File: src/rtl/seg_pkg.sv
// seg_pkg: shared widths, PWM constants, idle output levels and default sizing for the seven-segment scanner
package seg_pkg;
  localparam int BRIGHT_W = 4;
  localparam int PWM_PHASES = 16;
  localparam logic EN_OFF = 1'b1;
  localparam logic SEG_BLANK = 1'b0;
  localparam int DEF_NUM_DIGITS = 8;
  localparam int DEF_SCAN_DIV = 100000;
  typedef logic [BRIGHT_W-1:0] bright_t;
endpackage

File: src/rtl/seg_prescaler.sv
// seg_prescaler: slot prescaler; pre counts 0..SCAN_DIV-1, phase = pre/(SCAN_DIV/16) via a sub-counter, slot_wrap marks the last cycle of a slot (ports: clk, rst, pre, phase, slot_wrap)
module seg_prescaler
  import seg_pkg::*;
#(
  parameter int SCAN_DIV = DEF_SCAN_DIV
) (
  input  logic                        clk,
  input  logic                        rst,
  output logic [$clog2(SCAN_DIV)-1:0] pre,
  output bright_t                     phase,
  output logic                        slot_wrap
);
  localparam int PW = $clog2(SCAN_DIV);
  localparam int SUB = SCAN_DIV / PWM_PHASES;
  localparam int SW = $clog2(SUB);
  logic [SW-1:0] sub;
  assign slot_wrap = pre == PW'(SCAN_DIV - 1);
  always_ff @(posedge clk or posedge rst) begin
    if (rst) begin
      pre <= '0;
      sub <= '0;
      phase <= '0;
    end else if (slot_wrap) begin
      pre <= '0;
      sub <= '0;
      phase <= '0;
    end else begin
      pre <= pre + 1'b1;
      sub <= sub == SW'(SUB - 1) ? '0 : sub + 1'b1;
      phase <= sub == SW'(SUB - 1) ? phase + 1'b1 : phase;
    end
  end
endmodule

File: src/rtl/seg_scan_ctrl.sv
// seg_scan_ctrl: multiplexed seven-segment scan driver with frame-coherent shadowing, blanking, 16-level PWM and a dead cycle per slot; optional blink via SEG_SCAN_BLINK_EN (ports: clk, rst, seg_in, blank_mask, brightness, [blink_mask], o_seg_en, seg_out, frame_start)
module seg_scan_ctrl
  import seg_pkg::*;
#(
  parameter int NUM_DIGITS = DEF_NUM_DIGITS,
  parameter int SEG_W = 8,
  parameter int SCAN_DIV = DEF_SCAN_DIV,
  parameter int BLINK_FRAMES = 64
) (
  input  logic                        clk,
  input  logic                        rst,
  input  logic [NUM_DIGITS*SEG_W-1:0] seg_in,
  input  logic [NUM_DIGITS-1:0]       blank_mask,
  input  bright_t                     brightness,
`ifdef SEG_SCAN_BLINK_EN
  input  logic [NUM_DIGITS-1:0]       blink_mask,
`endif
  output logic [NUM_DIGITS-1:0]       o_seg_en,
  output logic [SEG_W-1:0]            seg_out,
  output logic                        frame_start
);
  localparam int IW = NUM_DIGITS > 1 ? $clog2(NUM_DIGITS) : 1;
  localparam int PW = $clog2(SCAN_DIV);
  localparam logic [IW-1:0] LAST = IW'(NUM_DIGITS - 1);
  if (NUM_DIGITS < 1 || NUM_DIGITS > 16) $error("NUM_DIGITS out of range");
  if (SCAN_DIV % PWM_PHASES != 0 || SCAN_DIV < 32) $error("SCAN_DIV invalid");
  if (BLINK_FRAMES < 1) $error("BLINK_FRAMES invalid");
  logic [PW-1:0] pre;
  bright_t phase;
  logic slot_wrap;
  seg_prescaler #(.SCAN_DIV(SCAN_DIV)) u_pre (
    .clk(clk),
    .rst(rst),
    .pre(pre),
    .phase(phase),
    .slot_wrap(slot_wrap)
  );
  logic [IW-1:0] idx, pos;
  logic [NUM_DIGITS*SEG_W-1:0] seg_sh;
  logic [NUM_DIGITS-1:0] blank_sh, dark, en_nxt;
  bright_t bri_sh;
  logic frame_cyc, lit;
  logic [SEG_W-1:0] dig [NUM_DIGITS];
  assign frame_cyc = idx == '0 && pre == '0;
  assign pos = LAST - idx;
  for (genvar g = 0; g < NUM_DIGITS; g++) begin : g_dig
    assign dig[g] = seg_sh[(NUM_DIGITS-1-g)*SEG_W +: SEG_W];
  end
`ifdef SEG_SCAN_BLINK_EN
  localparam int FW = BLINK_FRAMES > 1 ? $clog2(BLINK_FRAMES) : 1;
  logic [FW-1:0] fcnt;
  logic blink_phase;
  logic [NUM_DIGITS-1:0] blink_sh;
  // frames are counted at frame end so frame 0 after reset is a full first frame
  always_ff @(posedge clk or posedge rst) begin
    if (rst) begin
      fcnt <= '0;
      blink_phase <= 1'b0;
      blink_sh <= '0;
    end else begin
      if (frame_cyc) blink_sh <= blink_mask;
      if (slot_wrap && idx == LAST) begin
        fcnt <= fcnt == FW'(BLINK_FRAMES - 1) ? '0 : fcnt + 1'b1;
        blink_phase <= fcnt == FW'(BLINK_FRAMES - 1) ? ~blink_phase : blink_phase;
      end
    end
  end
  assign dark = blank_sh | (blink_phase ? blink_sh : '0);
`else
  assign dark = blank_sh;
`endif
  // pre==0 is always dark so the segment bus can switch without ghosting
  assign lit = pre != '0 && phase <= bri_sh && !dark[pos];
  always_comb begin
    en_nxt = {NUM_DIGITS{EN_OFF}};
    en_nxt[pos] = lit ? ~EN_OFF : EN_OFF;
  end
  always_ff @(posedge clk or posedge rst) begin
    if (rst) begin
      idx <= '0;
      seg_sh <= '0;
      blank_sh <= '0;
      bri_sh <= '0;
    end else begin
      if (slot_wrap) idx <= idx == LAST ? '0 : idx + 1'b1;
      if (frame_cyc) begin
        seg_sh <= seg_in;
        blank_sh <= blank_mask;
        bri_sh <= brightness;
      end
    end
  end
  always_ff @(posedge clk or posedge rst) begin
    if (rst) begin
      o_seg_en <= {NUM_DIGITS{EN_OFF}};
      seg_out <= {SEG_W{SEG_BLANK}};
      frame_start <= 1'b0;
    end else begin
      o_seg_en <= en_nxt;
      seg_out <= dig[idx];
      frame_start <= frame_cyc;
    end
  end
endmodule

File: config.mk
export PLATFORM = sky130hd
export DESIGN_NAME = seg_scan_ctrl
export DESIGN_NICKNAME = d
export VERILOG_FILES = /design/src/rtl/seg_pkg.sv /design/src/rtl/seg_prescaler.sv /design/src/rtl/seg_scan_ctrl.sv
export SDC_FILE = /design/constraint.sdc
export NUM_CORES = 1
export LEC_CHECK = 0
export CAP_MARGIN = 20
export CORE_MARGIN = 4
export CORE_UTILIZATION = 55
export DETAILED_ROUTE_END_ITERATION = 8
export PLACE_DENSITY = 0.8
export SYNTH_ARGS = -nofsm -noshare
export SYNTH_HDL_FRONTEND = slang
export SYNTH_SLANG_ARGS = --single-unit
File: constraint.sdc
create_clock -name clk -period 11.05 [get_ports clk]
set_input_delay 2.21 -clock clk [delete_from_list [all_inputs] [get_ports clk]]
set_output_delay 2.21 -clock clk [all_outputs]
set_load 0.02 [all_outputs]
==> flow_summary_export.csv <==
group,metric,value,unit
power_and_ir_drop,p_comb_share,5.3,%
power_and_ir_drop,switchingPower,238.9,uW
cts,cts_resized,0,
global_routing,grt_pass1_wl,20220,um
setup_path,critical-path-max-stage-delay,600,ps
final_layout,layout_commonest_cell,"dfrtp_1",
placement,numPortBuffers,94,
route,via_count,3831,
timing,relSlewSlack,38.98,%
cts,cts_buffers,17,
yosys,ys_types,40,
global_routing,grt_pass1_vias,4177,
cts,root_buffer,"clkbuf_8",
timing,slew_viol_final,0,
power_and_ir_drop,p_leak,3.151,nW
yosys,synth-simple-area-share,11.59,%
final_layout,fin_nets,641,
yosys,syn-num-nets,540,
global_routing,grt_max_degree,76,
run_status,outcome,"complete, no violations",
final_layout,antenna_cells,0,
floorplan,core_area,10320,um2
timing,clock_skew,6.019,ps
power_and_ir_drop,pwr-share-clk,52.9,%
setup_path,cp.arrival,1640,ps
yosys,synthMuxAreaShare,20.81,%
final_layout,final_util,72.99,%
route,routed_wl,12280,um
setup_path,crit_family,"buffers and inverters",
yosys,synthAdderAreaFrac,2.585,%
setup_path,crit_buf_inv,1,
final_layout,final_cells,700,
route,viasPerCell,5.473,
yosys,yosysTopAreaCellShare,52.56,%
yosys,ys_warn_count,0,
route,drtAntennaViolNets,0,
yosys,synth_area_leaders,"dfrtp_1, mux2_1, mux2_2",
floorplan,dieArea,12270,um2
placement,hpwl,8201,um
timing,min_period_over_period,34.88,%
worst_hold_path,hold_path_class,"reg2reg",
cts,path_clk_slew,60,ps
yosys,synthesis.instances,450,
cts,cts_tree,"built",
final_layout,final_cell_mix,"dfrtp_1, clkdlybuf4s50_1, nor2_1, mux2_1, mux2_2",
power_and_ir_drop,swShare,19.98,%
setup_path,cp-start-kind,"flip-flop",
setup_path,path_cells,"clkdlybuf4s50_1",
power_and_ir_drop,p_per_area,158.7,nW/um2
timing,setup_violations,0,
route,wl_per_cell,17.54,um
final_layout,drive_gt1_share,17.73,%
global_routing,antenna_found_initial,0,
final_layout,area.growth.synth_to_final,29.73,%
setup_path,end_kind,"output pin",
yosys,synth.cell_area,5808,um2
timing,period_minus_slack,3854,ps
route,dr.pass1.iters,4,
yosys,synthXorXnorAreaFrac,4.222,%
floorplan,rows,37,
timing,whs,466.5,ps
floorplan,initial_core_util,56.26,%
placement,place_inst,667,
power_and_ir_drop,ir_drop,0.1202,mV
yosys,synth_area_leader_cell,"dfrtp_1",
setup_path,cp_slowest_cell,"clkdlybuf4s50_1",
cts,h-tree-depth,4,
timing,worst-slew-pin-transition,915.3,ps
timing,tns,0,ps
timing,max_freq,0.2595,GHz
yosys,synth_compound_area_share,1.336,%
timing,finalHoldViolCount,0,
global_routing,grt_use_total,20.89,%
floorplan,die_x,110.8,um
power_and_ir_drop,power_frac_seq,41.8,%
floorplan,io_pins,95,
yosys,yosysSeqAreaShare,56.18,%
floorplan,fp.dieH,110.8,um
setup_path,cp.required,8840,ps
cts,post_cts_buffers,0,
cts,clockBufferDepth,2,
power_and_ir_drop,p_int,956.6,uW
yosys,synth_top_family_by_area,"multiplexers",
placement,place_congestion,0.7686,
route,first_iter_violations,177,
flow_run,cap_viol_max_count,0,
timing,rsz0062_at_grt,"no",
yosys,syn-mean-instance-area,12.91,um2
global_routing,overflow,0,
cts,hold_buffers,0,
route,drc,0,
cts,cts_num_sinks,130,
yosys,ys_seq_elements,130,
setup_path,path_class,"reg2out",
setup_path,crit_path_max_fanout,1,
cts,clk_latency,520,ps
==> layout make-up <==
class                   instances  area [um2]
multi-input cells             287        2361
clock buffers                  19       441.7
well taps                     136       170.2
clock inverters                13       230.2
fillers                       661        2789
inverters                      14       55.05
repair buffers                101        1013
flip-flops and latches        130        3263
==> stage by stage <==
stage                     setup WS, ps  total power [mW]  cell area, um2
after CTS                         7161             1.206            7507
final                             7196             1.196            7535
after global routing              7147             1.232            7535
after floorplan                   5384            0.5321            5808
after detailed placement          6951            0.5719            6835
after global placement            6993            0.5692            6835
==> worst register-to-register path: stages, from the launching register on <==
cell and delay (ps):
dfrtp_1 940, clkinv_1 560, ha_1 360, nand2b_1 150, nor3_4 100, buf_4 350, mux2_1 450
==> sequential cells by signal (all words and copies together) (netlist names), 3 cells and up <==
signal,cells
blank_sh,8
bri_sh,4
dig,64
idx,3
o_seg_en,8
seg_out,8
u_pre.phase,4
u_pre.pre,17
u_pre.sub,13
==> layer usage <==
| metal | up-vias | track usage [%] | share of wire (%) |
|---|---|---|---|
| met5 | - | 0 | 0 |
| met4 | 0 | 6.814 | 1.3 |
| met3 | 12 | 7.478 | 5.9 |
| met2 | 92 | 35.96 | 52 |
| met1 | 1947 | 24.38 | 41 |
| li1 | 1780 | - | - |
==> power by group through the flow <==
stage / sequential, mW / combinational, mW / clock [mW]
detailed placement: 0.508 / 0.0636 / 0
global route: 0.502 / 0.0685 / 0.662
floorplan: 0.508 / 0.0243 / 0
CTS: 0.500 / 0.0642 / 0.641
global placement: 0.507 / 0.0617 / 0
finish: 0.500 / 0.0628 / 0.632
==> cells in the mapped netlist <==
cell       count
buf_2          2
buf_4          3
or3_1          2
dfstp_2        8
mux2_2        38
o221ai_1       1
nor4b_1        1
nor3_1         7
nand4_1       11
and3_1         2
nand2_1       31
o211ai_1       1
buf_8          4
and4b_1        1
mux4_2        12
nand3b_1       2
xor2_1         8
nor2_1        43
a2bb2oi_1      1
buf_1          2
clkinv_1       1
nand2b_1       3
mux2i_1        6
nor4_1         7
xnor2_1       20
nor4bb_1       1
o31ai_1        1
inv_1         13
mux2_1        40
nor2b_1        2
and2_1         1
clkbuf_1       7
a21oi_1        6
o21ai_0        3
nand3_1       19
nor3_2         2
nand4b_1       3
buf_6          1
ha_1          12
dfrtp_1      122
==> cells by family after synthesis <==
kind of cell    count (synthesis)
fa+ha+maj                      12
mux                            96
compound gates                 13
buf+inv                        33
xor+xnor                       28
flops                         130
simple gates                  138
==> worst paths after layout <==
kind	to	startpoint	cells past startpoint	slack [ps]
worst max-delay path	o_seg_en[3]	o_seg_en[3]	1	7200
worst min-delay path	o_seg_en[3]	blank_sh[3]	1	470
worst max register to register	dig[6]	idx[0]	6	8020
worst min register to register	o_seg_en[3]	blank_sh[3]	1	470
max in group asynchronous	u_pre.sub[2]	rst	3	7590
min in group asynchronous	dig[52]	rst	2	2240
No activity file was read; power rests on OpenSTA's default activity.
